$ cat src/rtl/adc_sampler_ctrl.sv
// Sampling controller for the amp + ADC front end: programs amp gain, paces ADC conversions
// at a runtime period and averages 2**AVG_LOG2 samples per channel into registered results.
module adc_sampler_ctrl #(
  parameter int unsigned PERIOD_W = 32,
  parameter int unsigned AVG_LOG2 = 2,
  parameter int unsigned CNT_W    = 16
) (
  input  logic                CLK50MHZ,
  input  logic                RST,
  input  logic                run,
  input  logic                single,
  input  logic [PERIOD_W-1:0] period,
  input  logic [3:0]          gain_a,
  input  logic [3:0]          gain_b,
  input  logic                gain_upd,
  output logic                amp_trig,
  output logic [3:0]          amp_a,
  output logic [3:0]          amp_b,
  input  logic                amp_done,
  output logic                adc_trig,
  input  logic                adc_done,
  input  logic [13:0]         adc_a,
  input  logic [13:0]         adc_b,
  output logic [13:0]         sample_a,
  output logic [13:0]         sample_b,
  output logic                sample_valid,
  output logic [CNT_W-1:0]    sample_cnt,
  output logic                overrun,
  output logic                busy
);

  localparam int unsigned SumW = 14 + AVG_LOG2;
  localparam logic [AVG_LOG2:0] LastSmp = (AVG_LOG2 + 1)'((1 << AVG_LOG2) - 1);

  typedef enum logic [2:0] {
    StAmpLoad, StAmpWait, StIdle, StCntWait, StAdcStart, StAdcWait
  } state_e;

  state_e                    state_q;
  logic [PERIOD_W-1:0]       per_cnt_q;
  logic [AVG_LOG2:0]         smp_cnt_q;
  logic signed [SumW-1:0]    sum_a_q, sum_b_q;
  logic                      gain_pend_q, single_pend_q;

  logic [PERIOD_W-1:0]       period_eff;
  logic                      tick, grp_last, gain_req, single_req, do_load;
  logic signed [SumW-1:0]    sum_a_nxt, sum_b_nxt;

  always_comb begin
    period_eff = (period < PERIOD_W'(2)) ? PERIOD_W'(2) : period;
    // >= so that shrinking the period mid-count still produces a tick
    tick       = per_cnt_q >= (period_eff - PERIOD_W'(1));
    sum_a_nxt  = sum_a_q + SumW'($signed(adc_a));
    sum_b_nxt  = sum_b_q + SumW'($signed(adc_b));
    grp_last   = smp_cnt_q == LastSmp;
    gain_req   = gain_pend_q | gain_upd;
    single_req = single_pend_q | single;
    // A gain reload latches the codes and strobes the amp on the same edge, so the strobe
    // and the new codes appear together one cycle after the decision.
    do_load    = (state_q == StAmpLoad)
               || (((state_q == StIdle) || (state_q == StCntWait)) && gain_req)
               || ((state_q == StAdcWait) && adc_done && gain_req);
  end

  always_ff @(posedge CLK50MHZ or posedge RST) begin
    if (RST) begin
      state_q       <= StAmpLoad;
      per_cnt_q     <= '0;
      smp_cnt_q     <= '0;
      sum_a_q       <= '0;
      sum_b_q       <= '0;
      gain_pend_q   <= 1'b0;
      single_pend_q <= 1'b0;
      amp_trig      <= 1'b0;
      amp_a         <= '0;
      amp_b         <= '0;
      adc_trig      <= 1'b0;
      sample_a      <= '0;
      sample_b      <= '0;
      sample_valid  <= 1'b0;
      sample_cnt    <= '0;
      overrun       <= 1'b0;
      busy          <= 1'b0;
    end else begin
      amp_trig      <= 1'b0;
      adc_trig      <= 1'b0;
      sample_valid  <= 1'b0;
      busy          <= 1'b1;
      per_cnt_q     <= tick ? '0 : per_cnt_q + 1'b1;
      gain_pend_q   <= gain_req;
      single_pend_q <= single_req;

      unique case (state_q)
        StAmpLoad: state_q <= StAmpWait;

        StAmpWait: begin
          if (amp_done) begin
            per_cnt_q <= '0;
            if (run || single_req) begin
              state_q <= StCntWait;
            end else begin
              state_q <= StIdle;
              busy    <= 1'b0;
            end
          end
        end

        StIdle: begin
          if (gain_req) begin
            state_q <= StAmpWait;
          end else if (run || single_req) begin
            state_q   <= StCntWait;
            per_cnt_q <= '0;
          end else begin
            busy <= 1'b0;
          end
        end

        StCntWait: begin
          if (gain_req) begin
            state_q <= StAmpWait;
          end else if (!run && !single_req) begin
            state_q   <= StIdle;
            busy      <= 1'b0;
            sum_a_q   <= '0;
            sum_b_q   <= '0;
            smp_cnt_q <= '0;
          end else if (tick) begin
            state_q  <= StAdcStart;
            adc_trig <= 1'b1;
          end
        end

        StAdcStart: begin
          if (tick) overrun <= 1'b1;
          state_q <= StAdcWait;
        end

        StAdcWait: begin
          if (tick) overrun <= 1'b1;
          if (adc_done) begin
            if (grp_last) begin
              sample_a      <= 14'(sum_a_nxt >>> AVG_LOG2);
              sample_b      <= 14'(sum_b_nxt >>> AVG_LOG2);
              sample_valid  <= 1'b1;
              sample_cnt    <= sample_cnt + 1'b1;
              sum_a_q       <= '0;
              sum_b_q       <= '0;
              smp_cnt_q     <= '0;
              // the pending single is served; only a pulse arriving now re-arms it
              single_pend_q <= single;
            end else begin
              sum_a_q   <= sum_a_nxt;
              sum_b_q   <= sum_b_nxt;
              smp_cnt_q <= smp_cnt_q + 1'b1;
            end
            if (gain_req) begin
              state_q <= StAmpWait;
            end else if (grp_last && !run && !single) begin
              state_q <= StIdle;
              busy    <= 1'b0;
            end else begin
              state_q <= StCntWait;
            end
          end
        end

        default: state_q <= StAmpLoad;
      endcase

      if (do_load) begin
        amp_a       <= gain_a;
        amp_b       <= gain_b;
        amp_trig    <= 1'b1;
        gain_pend_q <= 1'b0;
        sum_a_q     <= '0;
        sum_b_q     <= '0;
        smp_cnt_q   <= '0;
      end
    end
  end

endmodule

$ cat config.mk
export PLATFORM = sky130hd
export DESIGN_NAME = adc_sampler_ctrl
export DESIGN_NICKNAME = d
export VERILOG_FILES = /design/src/rtl/adc_sampler_ctrl.sv
export SDC_FILE = /design/constraint.sdc
export NUM_CORES = 1
export LEC_CHECK = 0
export CORE_UTILIZATION = 58
export DETAILED_ROUTE_END_ITERATION = 10
export DONT_BUFFER_PORTS = 1
export PLACE_DENSITY_LB_ADDON = 0.2
export REMOVE_ABC_BUFFERS = 1
export SLEW_MARGIN = 20
export SYNTH_ARGS = -nofsm -noshare
export SYNTH_HDL_FRONTEND = slang
export SYNTH_SLANG_ARGS = --single-unit
$ cat constraint.sdc
create_clock -name CLK50MHZ -period 3.6 [get_ports CLK50MHZ]
set_clock_uncertainty 0.05 [all_clocks]
set_input_delay 0.18 -clock CLK50MHZ [delete_from_list [all_inputs] [get_ports CLK50MHZ]]
set_output_delay 0.18 -clock CLK50MHZ [all_outputs]
set_load 0.05 [all_outputs]
==> results.md, run 1 <==
Outcome:
- The run finished, with violations left.
- The final reports fail on setup timing.

Layout:
- The final cell count without fillers is around 1100.
- Compared with the post-synthesis result, the final layout area differs by 17.4%.
- For this run, the share of the core covered by cells in the final layout is 0.706.
- The finished cells cover 0.00942 mm².
- The net total in the final layout is roughly 1000.
- The antenna diode count is 0.
- The layout has ~1000 filler cells.
- Of the cells placed in the final design, the portion with a size suffix greater than 1 is 0.132.

Setup path:
- The sum of buffers and inverters on the critical path is 1.
- The gate family responsible for the most delay along the worst path is simple AND/OR/NAND/NOR gates.
- The worst path arrival time is slightly below 5 ns.
- The slowest stage of the critical path belongs to the cell sky130_fd_sc_hd__or4_4.
- The worst reg-to-reg path cell count is 10.
- The largest fanout on the critical path is 14.
- The required time of the critical path is ~3.9 ns.
- STA classifies the critical path startpoint as an input pin.
- The signal on the critical path passes through or4_4, or4b_4, or4_4, o41ai_4, ha_2, nand2_2, or3_4, or2_4, nor4_4, xnor2_1, ha_1, nand4_1, or2_4, nor2_4, a2111oi_4, o221ai_4, buf_6, nor2_1.
- The critical path class is input pin to flop.
- The worst-case register-to-register setup slack is slightly below 0.8 ns.
- In this design, the stage delay of the slowest critical-path cell is ~0.57 ns.
- The worst register-to-register path begins at sum_a_q[0].
- The kind of end point of the critical path is a flop.
- The worst register-to-register path ends at sample_a[12].

Clocking:
- Clock tree synthesis inserted a total of 17 buffers.
- The tree is rooted in a sky130_fd_sc_hd__clkbuf_16.
- For the worst-skew pair, the clock arrives at the later sink with an insertion delay of approximately 0.42 ns.
- The post-CTS clock slew at the launch and capture registers of the worst setup and hold paths is about 0.06 ns.
- The number of levels the H-tree was split into is 4.
- The clock sink count is about 130.
- The TritonCTS clock tree is yes.
- The longest clock path from root to sink contains 2 buffers.

Floorplan:
- The vertical extent of the die is approximately 120 µm.
- ~130 I/O pins were placed.
- The effective utilization at floorplan is 0.601.
- The die footprint is 0.0143 mm².
- The initialized floorplan defines 42 standard-cell rows.
- The total area inside the core boundary comes to around 0.013 mm².
- The die span in x is ~120 µm.

GRT:
- The final global-route overflow total is 0.
- The global-route wire length before repair is 31400 µm.
- The number of antenna violations at the first check in global routing is 0.
- Across every metal layer, demand over resource in global routing totals 0.278.
- The number of global-route vias before repair was roughly 6700.
- The largest net degree at the start of global routing is 65.

Synthesis:
- The xor and xnor fraction of the mapped netlist area is 0.109.
- Of the total synthesized cell area, the portion taken by AND, OR, NAND and NOR gates is 0.198.
- The combinational family with the most area after synthesis is simple AND/OR/NAND/NOR gates.
- The post-synthesis area per instance is about 9.6 µm².
- The count of yosys warnings during synthesis is 0.
- In the synthesized netlist the dominant register cell turns out to be sky130_fd_sc_hd__dfrtp_1.
- In this run, synthesis produced a sequential element count of 129.
- Counting flops with an async set or reset pin after synthesis yields a share of 1.00.
- After technology mapping, the gate count stands at around 830.
- After synthesis, the share of cell area in mux cells is 0.0211.
- The synthesized netlist contains 65 unique library cells.
- The number of flops mapped to enable cells by yosys is 0.
- The sequential share of the synthesized area is 0.403.
- The post-synthesis instance area is about 0.008 mm².
- The post-synthesis adder-cell area fraction is 0.108.
- The synthesized-area fraction occupied by ao, oa, aoi and oai cells is 0.143.

STA:
- Based on the critical path, the design can be clocked at up to approximately 220 MHz.
- The worst setup margin is -0.995 ns.
- Counting I/O delays and the setup requirement, the final critical path takes 4.60 ns.
- Setup repair after global routing could not meet its margin everywhere.
- The number of hold-slack violations in the final timing report is 0.
- The post-route clock period utilization is 1.28.
- The total of endpoints with negative setup slack in the final report is 37.
- The number of max-slew violations in the final report is 0.
- Adding up every negative setup slack in the final design gives -35.47 ns.
- The worst hold-check slack is ~0.027 ns.
- The headroom to the max-slew limit is 0.335.
- For the pin with the worst max-slew slack, the measured transition is 0.988 ns.

Place:
- The number of placed cells counting well taps is just over 1000.
- Routability-driven placement finished with a final weighted congestion of 0.895.
- The HPWL after detailed placement is ~13000 µm.
- The cell area after placement is approximately 0.0084 mm².
- The count of buffers from port buffering is 0.

Drt:
- After detailed routing, the number of remaining DRC violations is 0.
- The average wire per standard cell is 17.9 µm.
- The total wirelength of the detailed-routed design is 19100 µm.
- The detailed-route via count is around 6400.
- The count of nets left with antenna violations once routing finished came out at 0.
- The number of search-and-repair iterations in the first detailed-routing pass is 4.
- Dividing the detail-routed via count by the number of cells gives about 6.0.
- The detailed router's first-iteration violation count is 272.

Power and ir drop:
- The static power due to leakage is 4.44 nW.
- The power density over the cells is 474 mW/mm².
- Across the VDD grid, the largest voltage drop is 0.360 mV.

Hold path:
- The worst min-delay path endpoint is sum_a_q[15].
- Along the worst hold path, the cell count comes to 2.
- The launch instance of the worst min-delay path is adc_a[13].
- The tightest min-delay check is of the input pin to flop type.

Job:
- The max-cap violation count is 0.
## state kept, by name, summed over array words and instances, names as in the netlist, 4 cells and up
signal	cells
amp_a	4
amp_b	4
per_cnt_q	32
sample_a	14
sample_b	14
sample_cnt	16
sum_a_q	16
sum_b_q	16
## layout by cell type, fill, tap and decap left out, types with 5 or more instances in the layout
cell type,Yosys,final
sky130_fd_sc_hd__mux2_2,7,7
sky130_fd_sc_hd__clkbuf_16,0,17
sky130_fd_sc_hd__a21oi_1,34,31
sky130_fd_sc_hd__nor4_1,6,5
sky130_fd_sc_hd__inv_1,11,10
sky130_fd_sc_hd__and3_1,14,14
sky130_fd_sc_hd__a22o_1,27,27
sky130_fd_sc_hd__nor3_1,14,14
sky130_fd_sc_hd__or3_1,8,8
sky130_fd_sc_hd__nand4_1,16,16
sky130_fd_sc_hd__nor2_1,76,58
sky130_fd_sc_hd__xor2_1,42,42
sky130_fd_sc_hd__nor2b_1,11,11
sky130_fd_sc_hd__buf_4,0,28
sky130_fd_sc_hd__nand2b_1,6,6
sky130_fd_sc_hd__xnor2_1,58,58
sky130_fd_sc_hd__nand3_1,27,27
sky130_fd_sc_hd__nor2_4,0,11
sky130_fd_sc_hd__o21ai_1,18,18
sky130_fd_sc_hd__nand2_1,101,99
sky130_fd_sc_hd__o21ai_0,10,10
sky130_fd_sc_hd__o21bai_1,9,9
sky130_fd_sc_hd__mux2_1,8,8
sky130_fd_sc_hd__buf_6,0,5
sky130_fd_sc_hd__a21o_1,27,27
sky130_fd_sc_hd__dlygate4sd3_1,0,17
sky130_fd_sc_hd__ha_1,66,65
sky130_fd_sc_hd__a31oi_1,6,6
sky130_fd_sc_hd__nor2_2,0,7
sky130_fd_sc_hd__dfrtp_1,129,129
## cell type report
type	instances	area, µm²	area share
inverter	13	51.3	0.00545
tap	176	220	0.0234
clock inverter	8	125	0.0133
clock buffer	24	492	0.0522
timing repair buffer	50	437	0.0464
sequential	129	3230	0.343
multi-input combinational	664	4860	0.517
## cells by family (layout without fill, tap and decap cells)
family / Yosys count / count (layout)
AND/OR/NAND/NOR: 314 / 314
AO/OA/AOI/OAI: 167 / 167
flip-flops: 129 / 129
XOR/XNOR: 100 / 100
adder cells (fa/ha/maj): 68 / 68
buffers and inverters: 39 / 95
multiplexers: 15 / 15
## worst max path at each step
stage,start,endpoint,cells after the start
after floorplan,period[20],per_cnt_q[10],17
after global placement,period[20],per_cnt_q[23],19
after detailed placement,period[20],per_cnt_q[24],19
after CTS,period[6],state_q[0],18
after global routing,period[6],per_cnt_q[19],18
final,period[6],per_cnt_q[24],18
## worst reg2reg max path, delay by kind of cell (launching register included)
family	cells	cell delay, ns
adders and majority gates	2	0.64
AOI/OAI and AO/OA	5	0.97
DFF	1	0.38
muxes	1	0.28
xor gates and xnor gates	1	0.17
buffers and inverters	1	0.19
## cells in the mapped netlist, types with 7 or more instances
master / number / area share
sky130_fd_sc_hd__a21o_1: 27 / 0.025
sky130_fd_sc_hd__a21oi_1: 34 / 0.021
sky130_fd_sc_hd__a22o_1: 27 / 0.029
sky130_fd_sc_hd__and3_1: 14 / 0.011
sky130_fd_sc_hd__clkbuf_1: 23 / 0.011
sky130_fd_sc_hd__dfrtp_1: 129 / 0.40
sky130_fd_sc_hd__ha_1: 66 / 0.10
sky130_fd_sc_hd__inv_1: 11 / 0.0051
sky130_fd_sc_hd__mux2_1: 8 / 0.011
sky130_fd_sc_hd__mux2_2: 7 / 0.0098
sky130_fd_sc_hd__nand2_1: 101 / 0.047
sky130_fd_sc_hd__nand3_1: 27 / 0.017
sky130_fd_sc_hd__nand4_1: 16 / 0.012
sky130_fd_sc_hd__nor2_1: 76 / 0.036
sky130_fd_sc_hd__nor2b_1: 11 / 0.0086
sky130_fd_sc_hd__nor3_1: 14 / 0.0087
sky130_fd_sc_hd__o21ai_0: 10 / 0.0062
sky130_fd_sc_hd__o21ai_1: 18 / 0.011
sky130_fd_sc_hd__o21bai_1: 9 / 0.0084
sky130_fd_sc_hd__or3_1: 8 / 0.0062
sky130_fd_sc_hd__xnor2_1: 58 / 0.063
sky130_fd_sc_hd__xor2_1: 42 / 0.046
## power breakdown
part	switching, mW	internal [mW]	total, mW
combinational	0.482	0.321	0.804
clock	0.620	1.16	1.78
sequential	0.328	1.55	1.87
total	1.43	3.03	4.46
## stage by stage
step	power (mW)	setup slack, ns
2_1_floorplan	2.34	-2.23
3_3_place_gp	2.54	-1.51
3_5_place_dp	2.58	-1.62
4_1_cts	4.42	-0.970
5_1_grt	4.65	-1.21
6_report	4.46	-0.995
## repair_timing
item	in CTS	in global routing
hold buffers	17	0
setup buffers	3	1
endpoints found under the setup margin	37	37
pin swaps	14	9
hold endpoints to repair	79	0
gates cloned	1	0
resized for setup	29	25
## per-layer routing
layer,GRT usage,share of wire
met1,0.324,0.41
met2,0.490,0.53
met3,0.0604,0.047
met4,0.122,0.020
met5,0,0
No activity file was read; power rests on OpenSTA's default activity.
==> run 2, diff against run 1 <==
--- a/config.mk
+++ b/config.mk
@@ -5,6 +5,7 @@
 export SDC_FILE = /design/constraint.sdc
 export NUM_CORES = 1
 export LEC_CHECK = 0
+export CORE_MARGIN = 4
 export CORE_UTILIZATION = 58
 export DETAILED_ROUTE_END_ITERATION = 10
 export DONT_BUFFER_PORTS = 1
==> run 2 against run 1 <==
Effect of this change:
- the run still ends with setup timing left
- first-iteration DRC count up 67%
- sequential power about the same
- count of clock-buffer cells in the layout is 3 lower
- flip-flop and latch count is the same
- global-route usage is 3.3 points lower
- cell count is 0.47% lower
- critical path depth increased by 1
- design area decreased by 0.94%
- via count shrank 0.16%
- sequential share of layout area grew 0.33 points
- critical endpoint is now per_cnt_q[26]
- highest routed layer unchanged
==> results.md, run 2 (synthesis gave the netlist of run 1 again) <==
Outcome:
- The flow ran to the end, but the final reports show violations.
- The final reports fail on setup timing.

GRT:
- The global-route wire length before repair is 32000 µm (+1.8%).
- The number of antenna violations at the first check in global routing is 0 (unchanged).
- The final global-route overflow total is 0 (unchanged).
- The overall track demand over capacity in global routing came to 0.245 (-0.0332).
- The largest net degree at the start of global routing is 60 (-7.7%).
- The number of global-route vias before repair came to 6599 (-1.0%).

Hold path:
- The launch instance of the worst min-delay path is adc_b[1].
- The worst hold path class is input pin to flop.
- For hold timing, the worst endpoint is sum_b_q[1].
- The worst hold path cell count was 2 (unchanged).

Setup path:
- The worst setup path is launched from an input pin.
- The delay of the slowest cell on the worst path is 0.57 ns (about the same).
- The worst setup path is of the input pin to flop kind.
- The reg-to-reg endpoint is sample_a[12].
- The worst path arrival time came to 4.96 ns (+0.07 ns).
- Traced cell by cell, the critical path runs through or4_4, or4b_4, or4_4, o41ai_4, ha_2, nand2_2, or3_4, or2_4, nor3_4, xnor2_1, ha_1, nand4_1, or2_1, nor2_2, a2111oi_2, buf_4, o221ai_4, buf_6, nor2_1.
- The largest fanout on the critical path was 14 (unchanged).
- The worst reg-to-reg path cell count is 10 (unchanged).
- The worst setup path is captured at a flop.
- The kind of cell with the highest combined delay along the critical path is simple AND/OR/NAND/NOR gates.
- The required time of the critical path is 3.88 ns (about the same).
- The sum of buffers and inverters on the critical path came to 2 (+1).
- The cell with the largest stage delay on the worst path is sky130_fd_sc_hd__or4_4.
- The startpoint of the lowest-slack register-to-register path is sum_a_q[0].
- The library cell appearing most often on the critical path is sky130_fd_sc_hd__or4_4.
- The worst-case register-to-register setup slack came to 0.84 ns (+0.05 ns).

Clocking:
- The clock buffer count from CTS is 17 (unchanged).
- The maximum clock insertion buffer count was 2 (unchanged).
- The TritonCTS clock tree is yes.
- The buffer cell driving the clock tree root is sky130_fd_sc_hd__clkbuf_16.
- The number of levels the H-tree was split into was 4 (unchanged).
- The clock sink count is 129 (unchanged).
- The clock latency reported for the late side of the worst-skew pair was 0.41 ns (about the same).
- The post-CTS clock slew at the launch and capture registers of the worst setup and hold paths is 0.05 ns (about the same).

Drt:
- The detailed-route via count is 6391 (-0.16%).
- The number of search-and-repair iterations in the first detailed-routing pass was 7 (+3).
- The count of nets left with antenna violations after detail routing was 0 (unchanged).
- The detailed-route DRC error count is 0 (unchanged).
- The detailed router's first-iteration violation count is 455 (+67%).
- The ratio of routed vias to standard cells is 6.03 (+0.32%).
- The average wire per standard cell is 17.9 µm (-0.33%).
- The total wirelength of the detailed-routed design is 18900 µm (-0.80%).

Layout:
- The flip-flop and latch area is 0.00323 mm² (unchanged).
- The most common library cell in the layout ignoring fill and taps is sky130_fd_sc_hd__dfrtp_1.
- The number of flip-flops in the largest register came to 32 (unchanged).
- The net total in the final layout came to 1015 (-0.29%).
- The post-route cell area is 0.00933 mm² (-0.94%).
- The final cell count without fillers is 1059 (-0.47%).
- The share of layout cells above drive strength 1 is 0.122 (-0.00945).
- The number of fill cells in the layout is 996 (-0.90%).
- The fraction of the core area covered by cells at the end of the flow is 0.696 (-0.00940).
- In the layout the commonest cells are sky130_fd_sc_hd__dfrtp_1 (129), sky130_fd_sc_hd__nand2_1 (99), sky130_fd_sc_hd__ha_1 (65).
- The area of combinational cells with multiple inputs was 0.00480 mm² (-1.3%).
- Relative to the synthesized area, the layout overhead comes to 16.3%.
- The antenna diode count is 0 (unchanged).
- Counting flops per register, the top entry is per_cnt_q.

Place:
- The half-perimeter wire length after placement came to 13500 µm (+0.41%).
- The count of buffers from port buffering is 0 (unchanged).
- The number of placed cells counting well taps was 1009 (-0.20%).
- The placer's final routability congestion estimate is 0.917 (+2.5%).
- The cell area after placement was 0.00836 mm² (-0.18%).

Floorplan:
- The core region area came to 0.0134 mm² (+0.39%).
- The vertical extent of the die came to 126 µm (+5.0%).
- The count of standard-cell rows is 42 (unchanged).
- The die footprint came to 0.0158 mm² (+10%).
- The effective utilization at floorplan is 0.598 (-0.00236).
- The die span in x is 126 µm (+5.0%).
- The number of top-level pins is 132 (unchanged).

STA:
- The number of hold-slack violations in the final timing report is 0 (unchanged).
- The number of max-slew violations in the final report is 0 (unchanged).
- Setup repair after global routing could not meet its margin everywhere.
- The post-route clock period utilization was 1.30 (+0.0229).
- The headroom to the max-slew limit came to 0.350 (+0.0150).
- The highest attainable clock frequency is 214 MHz (-1.8%).
- The worst setup margin came to -1.08 ns (-0.0826 ns).
- The time the worst path needs with I/O delays and setup was 4.68 ns (+0.0826 ns).
- The worst-margin pin slew is 0.966 ns (-0.0223 ns).
- The total of endpoints with negative setup slack in the final report was 37 (unchanged).

Power and ir drop:
- The worst vdd rail ir drop is 0.350 mV (-2.8%).
- The static power due to leakage is 4.45 nW (+0.12%).
- The power density over the cells is 483 mW/mm² (+2.0%).

Job:
- The max-cap violation count is 0 (unchanged).
[run 2: cell types whose count changed in the layout (fill, tap and decap cells not counted), moves of 2 or more]
| cell | before | now |
|---|---|---|
| sky130_fd_sc_hd__a21oi_1 | 31 | 33 |
| sky130_fd_sc_hd__a21oi_2 | 3 | 1 |
| sky130_fd_sc_hd__clkbuf_1 | 3 | 1 |
| sky130_fd_sc_hd__dlygate4sd3_1 | 17 | 15 |
| sky130_fd_sc_hd__nor2_1 | 58 | 62 |
| sky130_fd_sc_hd__nor2_4 | 11 | 7 |
| sky130_fd_sc_hd__o22ai_1 | 1 | 3 |
[run 2: where the power goes]
group	switching, mW	internal (mW)
clock	0.620	1.21
sequential	0.328	1.55
combinational	0.479	0.328
[run 2: worst max-delay path by stage]
stage / start / to / slack [ns] / cells after the start
global route: period[20] / per_cnt_q[26] / -1.30 / 19
global placement: period[20] / per_cnt_q[14] / -1.52 / 19
finish: period[20] / per_cnt_q[26] / -1.08 / 19
CTS: period[20] / state_q[0] / -1.06 / 18
floorplan: period[20] / per_cnt_q[10] / -2.23 / 17
detailed placement: period[20] / per_cnt_q[10] / -1.73 / 19
[run 2: through the flow]
stage	worst slack, ns	total power [mW]	hold slack, ns	TNS (ns)
4_1_cts	-1.06	4.48	0.00281	-37.06
3_3_place_gp	-1.52	2.53	0.157	-55.27
6_report	-1.08	4.51	0.0149	-37.92
3_5_place_dp	-1.73	2.57	0.183	-62.46
2_1_floorplan	-2.23	2.34	0.222	-87.52
5_1_grt	-1.30	4.70	0.00228	-45.43
[run 2: final cells by class]
cell class / instances / area share
Clock buffer: 21 / 0.0504
Tap cell: 176 / 0.0236
Timing Repair Buffer: 47 / 0.0432
Clock inverter: 9 / 0.0166
Sequential cell: 129 / 0.346
Inverter: 13 / 0.00550
Multi-Input combinational cell: 664 / 0.515
[run 2: metal layers]
layer  GRT usage  share of wire  vias to the layer above
met1       0.300           0.42                     3104
met5           0              0                        -
met3      0.0678          0.064                       37
li1            -              -                     3058
met2       0.412           0.49                      192
met4      0.0931          0.026                        0
[run 2: repair_timing]
| action | in CTS | in global routing |
|---|---|---|
| endpoints found under the hold margin | 72 | 0 |
| setup buffers | 1 | 1 |
| setup endpoints to repair | 37 | 37 |
| gates resized for setup | 24 | 17 |
| cloned | 3 | 0 |
| hold buffers | 15 | 0 |
| pin swaps | 12 | 0 |
[run 2: worst register-to-register path, cell delays in order, from the launching register on]
cell and delay, ns:
sky130_fd_sc_hd__dfrtp_1 0.39, sky130_fd_sc_hd__ha_1 0.23, sky130_fd_sc_hd__fa_1 0.41, sky130_fd_sc_hd__a21o_1 0.20, sky130_fd_sc_hd__a21oi_1 0.27, sky130_fd_sc_hd__o21ai_1 0.13
sky130_fd_sc_hd__a221oi_1 0.27, sky130_fd_sc_hd__buf_4 0.19, sky130_fd_sc_hd__o21ai_1 0.08, sky130_fd_sc_hd__xor2_1 0.17, sky130_fd_sc_hd__mux2_2 0.27
==> run 3, diff against run 2 <==
--- a/config.mk
+++ b/config.mk
@@ -5,10 +5,10 @@
 export SDC_FILE = /design/constraint.sdc
 export NUM_CORES = 1
 export LEC_CHECK = 0
+export BUFFER_PORTS_ARGS = -buffer_cell sky130_fd_sc_hd__buf_4
 export CORE_MARGIN = 4
-export CORE_UTILIZATION = 58
+export CORE_UTILIZATION = 52
 export DETAILED_ROUTE_END_ITERATION = 10
-export DONT_BUFFER_PORTS = 1
 export PLACE_DENSITY_LB_ADDON = 0.2
 export REMOVE_ABC_BUFFERS = 1
 export SLEW_MARGIN = 20
==> run 3 against run 2 <==
Effect of this change:
- the run still ends with setup timing left
- core utilization up 1.3 points
- total power up 6.8%
- non-clock buffer count up 163
- design area up 15%
- clock power up 3%
- cell count up 17%
- fmax down 2.1%
- global-route usage down 1.6 points
- critical path type unchanged
==> results.md, run 3 (synthesis gave the netlist of run 1 again) <==
Clocking:
- The number of levels the H-tree was split into is 4 (unchanged).
- The clock sink count was 129 (unchanged).
- CTS placed an instance of sky130_fd_sc_hd__clkbuf_16 at the clock tree root.
- The maximum clock insertion buffer count is 2 (unchanged).
- The clock buffer count from CTS is 17 (unchanged).
- The clock latency reported for the late side of the worst-skew pair is 0.42 ns (about the same).
- The post-CTS clock slew at the launch and capture registers of the worst setup and hold paths is 0.06 ns (about the same).
- TritonCTS built the clock tree.

Floorplan:
- The number of top-level pins is 132 (unchanged).
- The core region area is 0.0151 mm² (+13%).
- The vertical extent of the die is 132 µm (+5.3%).
- The die footprint is 0.0175 mm² (+11%).
- The effective utilization at floorplan was 0.529 (-0.0690).
- The count of standard-cell rows is 45 (+7.1%).
- The die span in x is 132 µm (+5.3%).

Drt:
- The number of search-and-repair iterations in the first detailed-routing pass is 5 (-2).
- The total wirelength of the detailed-routed design was 19800 µm (+4.5%).
- The count of nets left with antenna violations after detail routing was 0 (unchanged).
- The detailed router's first-iteration violation count is 322 (-29%).
- The detailed-route via count came to 6903 (+8.0%).
- The length of routed met2 wiring is 9620 µm (+2.9%).
- The detailed-route DRC error count is 0 (unchanged).
- The ratio of routed vias to standard cells came to 5.58 (-7.5%).
- The total routed wire length on the met1 layer came to 8790 µm (+11%).
- The average wire per standard cell came to 16.0 µm (-10%).
- The total length of routed met3 wires is 956 µm (-20%).
- The highest metal layer carrying signal wires in the routed design is met4.

GRT:
- The largest net degree at the start of global routing was 75 (+25%).
- The global-route wire length before repair is 33500 µm (+4.7%).
- The overall track demand over capacity in global routing is 0.229 (-0.0159).
- The final global-route overflow total was 0 (unchanged).
- The number of antenna violations at the first check in global routing came to 0 (unchanged).
- The number of global-route vias before repair is 7051 (+6.8%).

Layout:
- The fraction of the core area covered by cells at the end of the flow is 0.710 (+0.0134).
- The share of layout cells above drive strength 1 is 0.278 (+0.155).
- In the layout the commonest cells are sky130_fd_sc_hd__buf_4 (190), sky130_fd_sc_hd__dfrtp_1 (129), sky130_fd_sc_hd__nand2_1 (99).
- The most common library cell in the layout ignoring fill and taps is sky130_fd_sc_hd__buf_4.
- The number of flip-flops in the largest register is 32 (unchanged).
- Ranked by flip-flop count, first place goes to per_cnt_q.
- Compared with the post-synthesis result, the final layout area differs by 34.0%.
- The net total in the final layout is 1178 (+16%).
- The number of fill cells in the layout is 1128 (+13%).
- The antenna diode count is 0 (unchanged).

Hold path:
- The worst hold path class is input pin to flop.

STA:
- The number of max-slew violations in the final report was 0 (unchanged).
- The number of hold-slack violations in the final timing report is 0 (unchanged).
- The headroom to the max-slew limit is 0.367 (+0.0170).
- The worst setup margin is -1.18 ns (-0.101 ns).
- The worst-margin pin slew was 0.940 ns (-0.0252 ns).
- The highest attainable clock frequency is 209 MHz (-2.1%).
- The total of endpoints with negative setup slack in the final report came to 37 (unchanged).
- The post-route clock period utilization was 1.33 (+0.0280).
- The time the worst path needs with I/O delays and setup is 4.78 ns (+0.101 ns).
- Setup repair after global routing could not meet its margin everywhere.

Setup path:
- The largest fanout on the critical path came to 14 (unchanged).
- By startpoint and endpoint, the worst setup path is classified as input pin to flop.
- The worst path arrival time was 5.03 ns (+0.07 ns).
- STA classifies the critical path endpoint as a flop.
- The worst setup path is launched from an input pin.
- The required time of the critical path is 3.85 ns (-0.03 ns).

Power and ir drop:
- The static power due to leakage came to 5.30 nW (+19%).
- The worst vdd rail ir drop is 0.302 mV (-14%).
- The overall power consumption is 4.82 mW (+6.8%).
- The power density over the cells is 448 mW/mm² (-7.3%).

Outcome:
- The flow ran to the end, but the final reports show violations.
- The checks that failed: setup timing.

Place:
- The placer's final routability congestion estimate is 0.854 (-6.9%).
- The half-perimeter wire length after placement is 13300 µm (-1.3%).
- The worst slack after detailed placement is -1.76 ns (-0.0286 ns).
- The count of buffers from port buffering is 131 (+131).

Job:
- The max-cap violation count is 0 (unchanged).
==> run 3: cell types whose count changed in the layout (fill, tap and decap cells not counted), moves of 2 or more <==
cell / before / now
sky130_fd_sc_hd__nor2_1: 62 / 55
sky130_fd_sc_hd__buf_12: 0 / 2
sky130_fd_sc_hd__o22ai_1: 3 / 1
sky130_fd_sc_hd__clkbuf_16: 17 / 19
sky130_fd_sc_hd__dlygate4sd3_1: 15 / 10
sky130_fd_sc_hd__a21oi_2: 1 / 3
sky130_fd_sc_hd__a21oi_1: 33 / 31
sky130_fd_sc_hd__buf_4: 27 / 190
sky130_fd_sc_hd__nor2_4: 7 / 13
sky130_fd_sc_hd__buf_6: 4 / 6
==> run 3: final cells by class <==
class / count / area (µm²) / area share
inverters: 13 / 51.3 / 0.00477
multi-input cells: 664 / 4890 / 0.455
well taps: 188 / 235 / 0.0219
clock inverters: 11 / 175 / 0.0163
repair buffers: 210 / 1680 / 0.157
flip-flops and latches: 129 / 3230 / 0.300
clock buffers: 21 / 480 / 0.0447
==> run 3: final timing paths <==
path	from	end	slack [ns]	cells after the start
max in group asynchronous	RST	sample_a[13]	2.29	4
worst max register to register	sum_a_q[0]	sample_a[12]	0.81	10
worst min-delay path	adc_a[0]	sum_a_q[0]	0.06	3
worst min register to register	sample_cnt[15]	sample_cnt[15]	0.42	1
min in group asynchronous	RST	amp_a[3]	0.38	3
worst max-delay path	period[6]	per_cnt_q[22]	-1.18	20
==> run 3: per-layer routing <==
metal  vias to the layer above  track usage
li1                       3393            -
met1                      3302        0.299
met2                       172        0.377
met3                        36       0.0565
met4                         0       0.0745
met5                         -            0
==> run 3: report_power, final <==
| group | leakage (nW) | internal [mW] | switching, mW | total (mW) |
|---|---|---|---|---|
| clock | 0.316 | 1.24 | 0.642 | 1.88 |
| combinational | 3.23 | 0.493 | 0.771 | 1.26 |
| sequential | 1.76 | 1.55 | 0.122 | 1.67 |
| total | 5.30 | 3.28 | 1.54 | 4.82 |
==> run 3: per-stage QoR <==
| step | cells | hold WS, ns | TNS [ns] | instance area [µm²] |
|---|---|---|---|---|
| 6_report | 1236 | 0.0595 | -42.28 | 10700 |
| 5_1_grt | 1236 | 0.0891 | -48.57 | 10700 |
| 4_1_cts | 1233 | 0.0511 | -38.35 | 10500 |
| 3_5_place_dp | 1187 | 0.292 | -63.77 | 9640 |
| 3_3_place_gp | 1187 | 0.286 | -59.41 | 9640 |
| 2_1_floorplan | 806 | 0.222 | -87.52 | 7920 |
==> run 3: critical path, stage by stage <==
cell and delay (ns):
sky130_fd_sc_hd__buf_6 0.09, sky130_fd_sc_hd__or4_4 0.53, sky130_fd_sc_hd__or4b_4 0.50, sky130_fd_sc_hd__or4_4 0.55, sky130_fd_sc_hd__o41ai_4 0.27, sky130_fd_sc_hd__ha_2 0.25
sky130_fd_sc_hd__nand2_2 0.05, sky130_fd_sc_hd__or3_4 0.41, sky130_fd_sc_hd__or2_4 0.28, sky130_fd_sc_hd__nor4_4 0.16, sky130_fd_sc_hd__xnor2_1 0.12, sky130_fd_sc_hd__ha_1 0.28
sky130_fd_sc_hd__nand4_1 0.11, sky130_fd_sc_hd__or2_4 0.30, sky130_fd_sc_hd__nor2_4 0.14, sky130_fd_sc_hd__buf_6 0.13, sky130_fd_sc_hd__nand2_4 0.05, sky130_fd_sc_hd__o221ai_4 0.33
sky130_fd_sc_hd__clkbuf_16 0.25, sky130_fd_sc_hd__nor2_1 0.05
==> run 3: repair_timing <==
item / CTS / global route
pin swaps: 7 / 6
endpoints found under the setup margin: 37 / 37
resized for setup: 19 / 42
buffers inserted: 4 / 2
endpoints found under the hold margin: 64 / 0
cloned: 0 / 2
hold buffers: 10 / 0
